===== src/rtl/cnt_run_ctrl.sv =====
// Run/pause/clear sequencer for the 16-bit display counter.
// Two raw push-buttons are synchronized, optionally debounced and edge-detected into one-cycle
// run/clear pulses that drive a four-state run controller. A prescaler divides the clock into a
// count tick. The counter's ce/pe/d inputs are driven from registers.
// Optional feature: define CNT_RUN_CTRL_DEBOUNCE_EN to insert a DB_CYCLES debounce filter
// between the synchronizers and the edge detectors.
module cnt_run_ctrl #(
    parameter int unsigned DIV       = 100000,
    parameter int unsigned DB_CYCLES = 20
) (
    input  logic        clk_i,
    input  logic        rstn_i,
    input  logic        btn_run_i,
    input  logic        btn_clr_i,
    input  logic [15:0] init_i,
    input  logic [15:0] lim_i,
    input  logic [15:0] cnt_i,
    output logic        ce_o,
    output logic        pe_o,
    output logic [15:0] d_o,
    output logic [1:0]  state_o,
    output logic        tick_o
);

    localparam int unsigned     PscW   = (DIV > 1) ? $clog2(DIV) : 1;
    localparam logic [PscW-1:0] PscMax = PscW'(DIV - 1);

    typedef enum logic [1:0] {
        StIdle  = 2'b00,
        StRun   = 2'b01,
        StPause = 2'b10,
        StDone  = 2'b11
    } state_e;

    // ---------------------------------------------------------------------------------------
    // Button input path; bit 0 = run, bit 1 = clear
    // ---------------------------------------------------------------------------------------
    logic [1:0] btn_raw;
    logic [1:0] sync1_q;
    logic [1:0] sync2_q;
    logic [1:0] lvl;
    logic [1:0] prev_q;
    logic [1:0] pulse_q;
    logic       run_p;
    logic       clr_p;

    assign btn_raw = {btn_clr_i, btn_run_i};
    assign run_p   = pulse_q[0];
    assign clr_p   = pulse_q[1];

    // Two-flop synchronizer for both asynchronous buttons
    always_ff @(posedge clk_i or negedge rstn_i) begin
        if (!rstn_i) begin
            sync1_q <= '0;
            sync2_q <= '0;
        end else begin
            sync1_q <= btn_raw;
            sync2_q <= sync1_q;
        end
    end

`ifdef CNT_RUN_CTRL_DEBOUNCE_EN
    localparam int unsigned    DbW   = $clog2(DB_CYCLES + 1);
    localparam logic [DbW-1:0] DbMax = DbW'(DB_CYCLES - 1);

    logic [1:0][DbW-1:0] db_cnt_q;
    logic [1:0][DbW-1:0] db_cnt_d;
    logic [1:0]          filt_q;
    logic [1:0]          filt_d;

    // Filtered level flips only after the synchronized level has differed for DB_CYCLES clocks;
    // any agreement in between restarts the count
    always_comb begin
        db_cnt_d = '0;
        filt_d   = filt_q;
        for (int i = 0; i < 2; i++) begin
            if (sync2_q[i] != filt_q[i]) begin
                if (db_cnt_q[i] == DbMax) begin
                    filt_d[i] = sync2_q[i];
                end else begin
                    db_cnt_d[i] = db_cnt_q[i] + DbW'(1);
                end
            end
        end
    end

    // Debounce filter state
    always_ff @(posedge clk_i or negedge rstn_i) begin
        if (!rstn_i) begin
            db_cnt_q <= '0;
            filt_q   <= '0;
        end else begin
            db_cnt_q <= db_cnt_d;
            filt_q   <= filt_d;
        end
    end

    assign lvl = filt_q;
`else
    assign lvl = sync2_q;

    // Filter removed; DB_CYCLES has no effect in this build
    if (DB_CYCLES == 0) begin : g_db_unused
    end
`endif

    // Registered rising-edge detector: one pulse per press, held buttons do not repeat
    always_ff @(posedge clk_i or negedge rstn_i) begin
        if (!rstn_i) begin
            prev_q  <= '0;
            pulse_q <= '0;
        end else begin
            prev_q  <= lvl;
            pulse_q <= lvl & ~prev_q;
        end
    end

    // ---------------------------------------------------------------------------------------
    // Run controller FSM
    // ---------------------------------------------------------------------------------------
    state_e state_q;
    state_e state_d;

    logic [PscW-1:0] psc_q;
    logic [PscW-1:0] psc_d;
    logic            tick_q;
    logic            tick_d;
    logic            ce_q;
    logic            ce_d;
    logic            pe_q;
    logic            pe_d;
    logic [15:0]     d_q;
    logic [15:0]     d_d;
    logic            at_lim;

    assign at_lim = (cnt_i == lim_i);

    // State register
    always_ff @(posedge clk_i or negedge rstn_i) begin
        if (!rstn_i) begin
            state_q <= StIdle;
        end else begin
            state_q <= state_d;
        end
    end

    // Next state: clear beats everything, a run press beats a limit tick
    always_comb begin
        state_d = state_q;
        if (clr_p) begin
            state_d = StIdle;
        end else begin
            unique case (state_q)
                StIdle: begin
                    if (run_p) state_d = StRun;
                end
                StRun: begin
                    if (run_p) begin
                        state_d = StPause;
                    end else if (tick_q && at_lim) begin
                        state_d = StDone;
                    end
                end
                StPause: begin
                    if (run_p) state_d = StRun;
                end
                StDone: begin
                    if (run_p) state_d = StIdle;
                end
                default: state_d = StIdle;
            endcase
        end
    end

    // Output and prescaler next values; everything leaves the block through a register
    always_comb begin
        ce_d   = 1'b0;
        pe_d   = clr_p;
        d_d    = d_q;
        tick_d = 1'b0;
        psc_d  = psc_q;
        if (clr_p) begin
            d_d   = init_i;
            psc_d = '0;
        end else begin
            unique case (state_q)
                StIdle: begin
                    // Fresh run always starts a full prescaler period
                    if (run_p) psc_d = '0;
                end
                StRun: begin
                    // Prescaler advances even on the pausing cycle, so a tick there still wraps
                    if (psc_q == PscMax) begin
                        psc_d  = '0;
                        tick_d = 1'b1;
                    end else begin
                        psc_d = psc_q + PscW'(1);
                    end
                    ce_d = tick_q && !run_p && !at_lim;
                end
                StPause: begin
                    // Prescaler holds so resume finishes the partial period
                end
                StDone: begin
                end
                default: begin
                end
            endcase
        end
    end

    // Output and prescaler registers
    always_ff @(posedge clk_i or negedge rstn_i) begin
        if (!rstn_i) begin
            psc_q  <= '0;
            tick_q <= 1'b0;
            ce_q   <= 1'b0;
            pe_q   <= 1'b0;
            d_q    <= '0;
        end else begin
            psc_q  <= psc_d;
            tick_q <= tick_d;
            ce_q   <= ce_d;
            pe_q   <= pe_d;
            d_q    <= d_d;
        end
    end

    assign ce_o    = ce_q;
    assign pe_o    = pe_q;
    assign d_o     = d_q;
    assign tick_o  = tick_q;
    assign state_o = state_q;

endmodule


===== config.mk =====
export PLATFORM = sky130hd
export DESIGN_NAME = cnt_run_ctrl
export DESIGN_NICKNAME = d
export VERILOG_FILES = /design/src/rtl/cnt_run_ctrl.sv
export SDC_FILE = /design/constraint.sdc
export NUM_CORES = 1
export LEC_CHECK = 0
export ABC_AREA = 0
export CAP_MARGIN = 0
export CORE_MARGIN = 8
export CORE_UTILIZATION = 30
export DETAILED_ROUTE_END_ITERATION = 6
export SYNTH_ARGS = -nofsm -noshare
export SYNTH_HDL_FRONTEND = slang
export SYNTH_SLANG_ARGS = --single-unit

===== constraint.sdc =====
create_clock -name clk_i -period 2.2 [get_ports clk_i]
set_input_delay 0.22 -clock clk_i [delete_from_list [all_inputs] [get_ports clk_i]]
set_output_delay 0.22 -clock clk_i [all_outputs]
set_load 0.02 [all_outputs]

=== After elaboration in Yosys (flattened, before gate mapping) ===
Index checks and enable logic that the tools add are counted.

* Add/sub/neg operators: 1
* Equality and inequality tests: 9
* Reduce and logical (&&, ||, !) cells: 10
* Bitwise operators: 2
* Muxes and demuxes: 15

{| class="wikitable"
|+ Operators with widths
! kind !! count
|-
| $mux 17 || 3
|-
| $pmux 17 s2 || 1
|-
| $add 17x1->17 const B || 1
|-
| $eq 17x17->1 const B || 1
|-
| $eq 16x16->1 || 1
|-
| $mux 2 || 5
|-
| $ne 3x3->1 const B || 2
|-
| $pmux 2 s3 || 1
|-
| $mux 1 || 5
|-
| $eq 2x2->1 const B || 2
|-
| $ne 4x4->1 const B || 1
|-
| $logic_and 1x1->1 || 3
|-
| $ne 3x1->1 const B || 1
|-
| $reduce_and 3->1 || 1
|-
| $reduce_bool 3->1 || 1
|-
| $and 2x2->2 || 1
|-
| $eq 2x1->1 const B || 1
|-
| $logic_not 1->1 || 2
|-
| $logic_not 2->1 || 1
|-
| $not 2->2 || 1
|-
| $reduce_and 2->1 || 1
|-
| $reduce_or 2->1 || 1
|}

* Output and inout bits: 21
* Input bits: 52
* Bits in registers: 46

=== Logic depth before layout (Yosys ltp) ===
Gate-level depths: netlist (run 1).

* Depth after elaboration: 6
* Depth in mapped cells: 7
* Gate-level depth less buffers: 5

=== Worst setup path before layout (run 1) ===
No wires, ideal clock.

* Path kind: register -> register
* Start: register psc_q[0]
* End: register psc_q[16]
* Path buffers: 2
* Arrival: 1847 ps
* Setup slack: 271 ps
* Required time: 2118 ps
* Stages on the path, launching flop included: 8
* Period minus slack after synthesis: 1929 ps
* Path through: dfrtp_1 ha_1 and4_2 nand4_1 clkbuf_1 buf_1 nand3b_1 a31oi_1

* Longest elaborated chain between the ends: 4

{| class="wikitable"
|+ RTL lines
! item !! line !! source
|-
| start: declaration || 124 || <nowiki>logic [PscW-1:0] psc_q;</nowiki>
|-
| start signal: assignment || 221 || <nowiki>psc_q <= psc_d;</nowiki>
|-
| $add 17x1->17 / $eq 17x17->1 (equally long branches) || 197, 193 ||
|-
| $mux 17 * || 193 || <nowiki>if (psc_q == PscMax) begin</nowiki>
|-
| $pmux 17 s2 * || 186 || <nowiki>unique case (state_q)</nowiki>
|-
| $mux 17 * || 182 || <nowiki>if (clr_p) begin</nowiki>
|}

Mark *: on every way between the ends. The rest lies on a longest branch, timed or not.
A chain may end at the register's enable or synchronous reset.

=== Worst setup path in the final report (run 1) ===
* Start: register psc_q[5]
* End: register psc_q[15]

Same word-level chain as after synthesis.

==> results of run 1 <==
[worst reg2reg max path, stage by stage (launching register included)]
cell	delay [ps]
dfrtp_1	490
nand4_2	220
or4_4	550
or4b_1	510
o211ai_1	190
[synth_stat cells (2+ instances only)]
master | n | area [sq um]
a31oi_1 | 20 | 125.1
buf_1 | 2 | 7.510
buf_4 | 3 | 22.52
clkbuf_1 | 4 | 15.01
dfrtp_1 | 46 | 1151
inv_1 | 6 | 22.52
mux2_2 | 16 | 180.2
nand2_1 | 10 | 37.54
nand2b_1 | 2 | 12.51
nand3_1 | 8 | 40.04
nand3b_1 | 7 | 52.55
nand4_1 | 9 | 56.30
nor2_1 | 4 | 15.01
nor2b_1 | 2 | 12.51
nor3_1 | 4 | 20.02
nor4_1 | 4 | 25.02
nor4bb_1 | 2 | 20.02
o211ai_1 | 2 | 15.01
o21ai_0 | 4 | 20.02
o22ai_1 | 2 | 12.51
or4b_1 | 3 | 30.03
xnor2_1 | 17 | 148.9
[per-stage QoR]
step,util,setup slack (ps),cells
after floorplan,-,271.0,197
after global routing,0.4424,66.36,373
after detailed placement,0.4258,200.1,364
final,0.4424,149.0,373
after global placement,0.4258,270.4,364
after CTS,0.4424,164.9,373
[layout by cell type, fill, tap and decap left out, types with 3 or more instances in the layout]
| cell | synthesis | routed |
|---|---|---|
| o21ai_0 | 4 | 4 |
| dfrtp_1 | 46 | 46 |
| nor3_1 | 4 | 4 |
| nand2_1 | 10 | 10 |
| inv_1 | 6 | 6 |
| or4b_1 | 3 | 3 |
| nor4_1 | 4 | 4 |
| nand3b_1 | 7 | 7 |
| mux2_2 | 16 | 16 |
| nand3_1 | 8 | 8 |
| nand4_1 | 9 | 9 |
| clkbuf_8 | 0 | 5 |
| a31oi_1 | 20 | 20 |
| xnor2_1 | 17 | 17 |
| clkdlybuf4s50_1 | 0 | 71 |
| nor2_1 | 4 | 4 |
| buf_4 | 3 | 5 |
[what timing repair did]
action / CTS / global route
endpoints found under the setup margin: 0 / 0
hold endpoints to repair: 15 / 0
hold buffers: 1 / 0
[state kept, by name, summed over array words and instances, names as in the netlist]
| name | cells |
|---|---|
| pe_o | 1 |
| pulse_q | 2 |
| state_o | 2 |
| psc_q | 17 |
| ce_o | 1 |
| sync1_q | 2 |
| tick_o | 1 |
| d_o | 16 |
| lvl | 2 |
| prev_q | 2 |
[cell families after synthesis]
| family | Yosys count | share of synthesized area |
|---|---|---|
| simple gates | 65 | 0.1883 |
| flops | 46 | 0.5186 |
| compound gates | 36 | 0.1065 |
| xor+xnor | 17 | 0.06708 |
| buf+inv | 16 | 0.03269 |
| mux | 16 | 0.08117 |
| fa+ha+maj | 1 | 0.005636 |
[routing by layer]
metal | vias up | part of all wire | global-route usage
met1 | 893 | 0.44 | 0.1384
met5 | - | 0 | 0
li1 | 889 | - | -
met2 | 67 | 0.47 | 0.1809
met3 | 4 | 0.083 | 0.03883
met4 | 0 | 0.0066 | 0.02935
[final timing paths]
| check | from | to |
|---|---|---|
| min in group asynchronous | rstn_i | psc_q[6]$_DFFE_PN0P_ |
| max reg2reg | psc_q[5]$_DFFE_PN0P_ | psc_q[15]$_DFFE_PN0P_ |
| min | sync1_q[0]$_DFF_PN0_ | lvl[0]$_DFF_PN0_ |
| max | psc_q[5]$_DFFE_PN0P_ | psc_q[15]$_DFFE_PN0P_ |
| min reg2reg | sync1_q[0]$_DFF_PN0_ | lvl[0]$_DFF_PN0_ |
| max in group asynchronous | rstn_i | sync1_q[0]$_DFF_PN0_ |
[report_power, final]
group          switching [W]  total, W  internal, W
combinational       0.000242  0.000526     0.000284
sequential         0.0000726  0.000998     0.000925
clock               0.000288  0.000627     0.000339
total               0.000603   0.00215      0.00155
[area by class of cell]
class | count | area, sq um
multi-input cells | 135 | 1001
repair buffers | 79 | 783.3
clock buffers | 6 | 72.57
clock inverters | 2 | 37.54
well taps | 99 | 123.9
inverters | 6 | 22.52
fillers | 711 | 4023
flip-flops and latches | 46 | 1151
==> flow_metrics.tcl, run 1 <==
set metrics [dict create \
    status "completed" \
    syn_to_final_growth_pct 43.80 \
    grt_antenna_before_repair 0 \
    netlist_instances 197 \
    r2r_slack_ps 150 \
    hpwl_mm 4.271 \
    cts_buffers 5 \
    drive_gt1_frac 0.1387 \
    rr_worst_depth 4 \
    viasPerCell 4.968 \
    maxCapViolations 0 \
    synth_edf_count 0 \
    dr.pass1.iters 4 \
    cts_root_buf "clkbuf_8" \
    skew_ps 6.584 \
    start_util 0.3077 \
    coreArea_sq_um 7214 \
    yosys_most_used_dff "dfrtp_1" \
    hold_ws_ps 347.5 \
    worstSetupPathType "reg2reg" \
    report.final.slew_viol_count 0 \
    finalCritPeriodShare 0.9323 \
    final.setup.tns_ps 0 \
    finalNetCount 326 \
    rsz0062_at_grt "no" \
    cp-start-kind "register" \
    num_rows 31 \
    power_w 0.002151 \
    chipWidth_um 102.0 \
    finalHoldViolCount 0 \
    power_leakage_nw 1.202 \
    worst_pin_slew_ps 699.7 \
    grt_pass1_vias 1949 \
    cts_sinks 46 \
    yosysSeqAreaShare 0.5186 \
    drc 0 \
    num_vias 1853 \
    layout_min_cycle_time_ps 2051 \
    syn_area_sq_um 2220 \
    async_reset_ff_frac 1.000 \
    cp_num_cells 4 \
    grt_max_degree 29 \
    finalSetupViolCount 0 \
    path_max_fanout 9 \
    wire_per_inst_um 14.95 \
    endpoint_kind "register" \
    die-height_um 102.0 \
    cts_setup_buffers 0 \
    cp_cell_sequence "nand4_2 -> or4_4 -> or4b_1 -> o211ai_1" \
    dpl_cell_area_sq_um 3072 \
    grt_util_all_layers 0.1119 \
    hp-class "reg2reg" \
    crit_slowest_cell "or4_4" \
    die_area_sq_um 10410 \
    gr-total-overflow 0 \
    p_per_area_nw_per_um2 673.9 \
    critical_path_required_ps 2410 \
    top_level_ports 73 \
    clk_pin_slew_ps 90 \
    drt-total-wl_mm 5.578 \
    arrival_ps 2260 \
    relSlewSlack 0.5325 \
    drt_iter0_drc 107 \
    clockBufferDepth 2 \
    grt_pass1_wl_mm 9.411 \
    ant_nets 0 \
    syn_nets 250 \
    final_cell_area_sq_um 3192 \
    path_delay_family "simple AND/OR/NAND/NOR gates" \
    irDropWorstVdd_mv 0.3368 \
    max_freq_mhz 487.6 \
    syn_avg_cell_area_sq_um 11.27 \
    holdPathStages 0 \
    cts_tree "yes" \
    ys_warn_count 0 \
    max_stage_delay_ps 550 \
    cts_resized 0 \
    clk_latency_ps 300 \
    htree_levels 2 \
    gp_congestion 0.7954 \
    path_buf_inv 0 \
    synth.distinct_cells 42 \
    port_buffers 72 \
    diodes 0 \
    ys_ff_latch 46 \
]
(Power assumes the default switching activity.)
==> inputs of run 2 (changes only) <==
==> constraint.sdc (replaced) <==
create_clock -name clk_i -period 2.2 [get_ports clk_i]
set_input_delay 0.33 -clock clk_i [delete_from_list [all_inputs] [get_ports clk_i]]
set_output_delay 0.33 -clock clk_i [all_outputs]
set_load 0.02 [all_outputs]
==> run 2 against run 1 <==
  * Largest power group unchanged
  * Critical endpoint unchanged
  * Critical path depth increased by 2
  * Flip-flop and latch count unchanged
  * Core utilization increased by 0.16 points
  * Sequential share of layout area decreased by 0.087 points
  * Clock skew decreased by 2.6 ps
  * Design area increased by 0.35%
  * Global-route usage decreased by 0.29 points
  * Clock power increased by 3%
  * Register-to-register slack improved by 40 ps
  * Highest routed layer unchanged
==> flow_metrics.tcl, run 2 (synthesized netlist as in run 1, its figures left out) <==
set metrics [dict create \
    endpoint_kind "register" \
    clk_latency_ps 300 \
    largest_reg_flops 17 \
    layout_min_cycle_time_ps 2006 \
    clockBufferDepth 2 \
    cts_sinks 46 \
    finalHoldViolCount 0 \
    finalSetupViolCount 0 \
    final_common_cell "clkdlybuf4s50_1" \
    pre_cts_slack_ps 162.5 \
    critical_path_required_ps 2420 \
    postLayoutCoreUtil 0.4440 \
    p_per_area_nw_per_um2 677.8 \
    max_freq_mhz 498.5 \
    finalNetCount 329 \
    path_max_fanout 5 \
    fillers 716 \
    gp_congestion 0.8264 \
    htree_levels 2 \
    drc 0 \
    viasPerCell 4.878 \
    cp-start-kind "register" \
    maxCapViolations 0 \
    clk_pin_slew_ps 90 \
    cts_tree "yes" \
    grt_antenna_before_repair 0 \
    syn_to_final_growth_pct 44.31 \
    start_util 0.3077 \
    drt-total-wl_mm 5.621 \
    status "completed" \
    holdBufCountCts 0 \
    chipWidth_um 102.0 \
    r2r-end "psc_q[15]$_DFFE_PN0P_" \
    top_level_ports 73 \
    cts_buffers 5 \
    arrival_ps 2230 \
    gr-total-overflow 0 \
    most-common-layout-cells "clkdlybuf4s50_1 (71), dfrtp_1 (45), a31oi_1 (20), xnor2_1 (17), mux2_2 (16)" \
    port_buffers 72 \
    power_w 0.002171 \
    hp-class "in2async" \
    die-height_um 102.0 \
    hpwl_mm 4.181 \
    diodes 0 \
    grt_util_all_layers 0.1090 \
    drt_iter0_drc 90 \
    skew_ps 4.028 \
    r2r_slack_ps 190 \
    grt_pass1_wl_mm 9.239 \
    rr_worst_depth 6 \
    worstSetupPathType "reg2reg" \
    cts_root_buf "clkbuf_8" \
    num_vias 1834 \
    irDropWorstVdd_mv 0.4125 \
    grt_max_degree 47 \
    worst_r2r_startpoint "psc_q[0]$_DFFE_PN0P_" \
    report.final.slew_viol_count 0 \
    finalCritPeriodShare 0.9119 \
    worst_pin_slew_ps 713.6 \
    die_area_sq_um 10410 \
    layout_setup_ws_ps 193.9 \
    num_rows 31 \
    relSlewSlack 0.5233 \
    coreArea_sq_um 7214 \
    largest_register "psc_q" \
    ant_nets 0 \
    power_leakage_nw 1.213 \
    dr.pass1.iters 4 \
    grt_pass1_vias 1875 \
    wire_per_inst_um 14.95 \
    drive_gt1_frac 0.1588 \
]
==> run 2: changes by cell type in the layout (fill, tap and decap cells not counted) <==
cell           change
buf_4              +5
dfrtp_2            +1
dfrtp_1            -1
dlygate4sd3_1      -1
inv_6              +1
clkinvlp_4         -1
buf_12             -1
clkbuf_1           -1
clkinv_2           +1
==> run 2: how the worst max path moves through the flow <==
stage / slack, ps / end / from / cells past startpoint
4_1_cts: 150 / psc_q[12]$_DFFE_PN0P_ / psc_q[0]$_DFFE_PN0P_ / 7
6_report: 190 / psc_q[15]$_DFFE_PN0P_ / psc_q[0]$_DFFE_PN0P_ / 6
3_5_place_dp: 160 / psc_q[12]$_DFFE_PN0P_ / psc_q[0]$_DFFE_PN0P_ / 7
5_1_grt: -5 / psc_q[12]$_DFFE_PN0P_ / psc_q[1]$_DFFE_PN0P_ / 7
3_3_place_gp: 220 / psc_q[12]$_DFFE_PN0P_ / psc_q[0]$_DFFE_PN0P_ / 7
2_1_floorplan: 270 / psc_q[16]$_DFFE_PN0P_ / psc_q[0]$_DFFE_PN0P_ / 7
==> run 2: power breakdown <==
group / leakage [nW] / switching [W] / internal [W]
clock network: 0.0585 / 0.000303 / 0.000341
logic: 0.570 / 0.000244 / 0.000282
registers: 0.585 / 0.0000741 / 0.000927
total: 1.21 / 0.000621 / 0.00155
==> run 2: final cells by class <==
cell class,count,area [sq um],area share
well taps,99,123.9,0.03867
inverters,6,22.52,0.007031
clock inverters,3,43.79,0.01367
repair buffers,82,790.8,0.2469
flip-flops and latches,46,1152,0.3598
clock buffers,5,68.82,0.02148
multi-input cells,135,1001,0.3125
==> run 2: metrics by stage <==
step	area [sq um]	setup TNS, ps	instances	hold slack [ps]
after floorplan	2220	0	197	34.41
after global placement	3059	0	364	333.6
after detailed placement	3059	0	364	341.2
after CTS	3172	0	372	131.0
after global routing	3203	-5.087	376	152.5
final	3203	0	376	99.01
==> run 2: timing repair <==
item | in CTS | in global routing
endpoints found under the setup margin | 0 | 4
buffers inserted | 0 | 4
gates resized for setup | 0 | 1
==> run 2: metal layers <==
metal  wire length, um  part of all wire  GRT usage
met3               402             0.072    0.03270
met4                 8            0.0014    0.03499
met5                 0                 0          0
met2              2561              0.46     0.1659
met1              2648              0.47     0.1440
==> run 2: critical path, stage by stage (launching register included) <==
cell      delay, ps
dfrtp_2         460
ha_1            250
and4_2          290
nand4_1         200
buf_4           150
or4b_1          420
o211ai_1        160
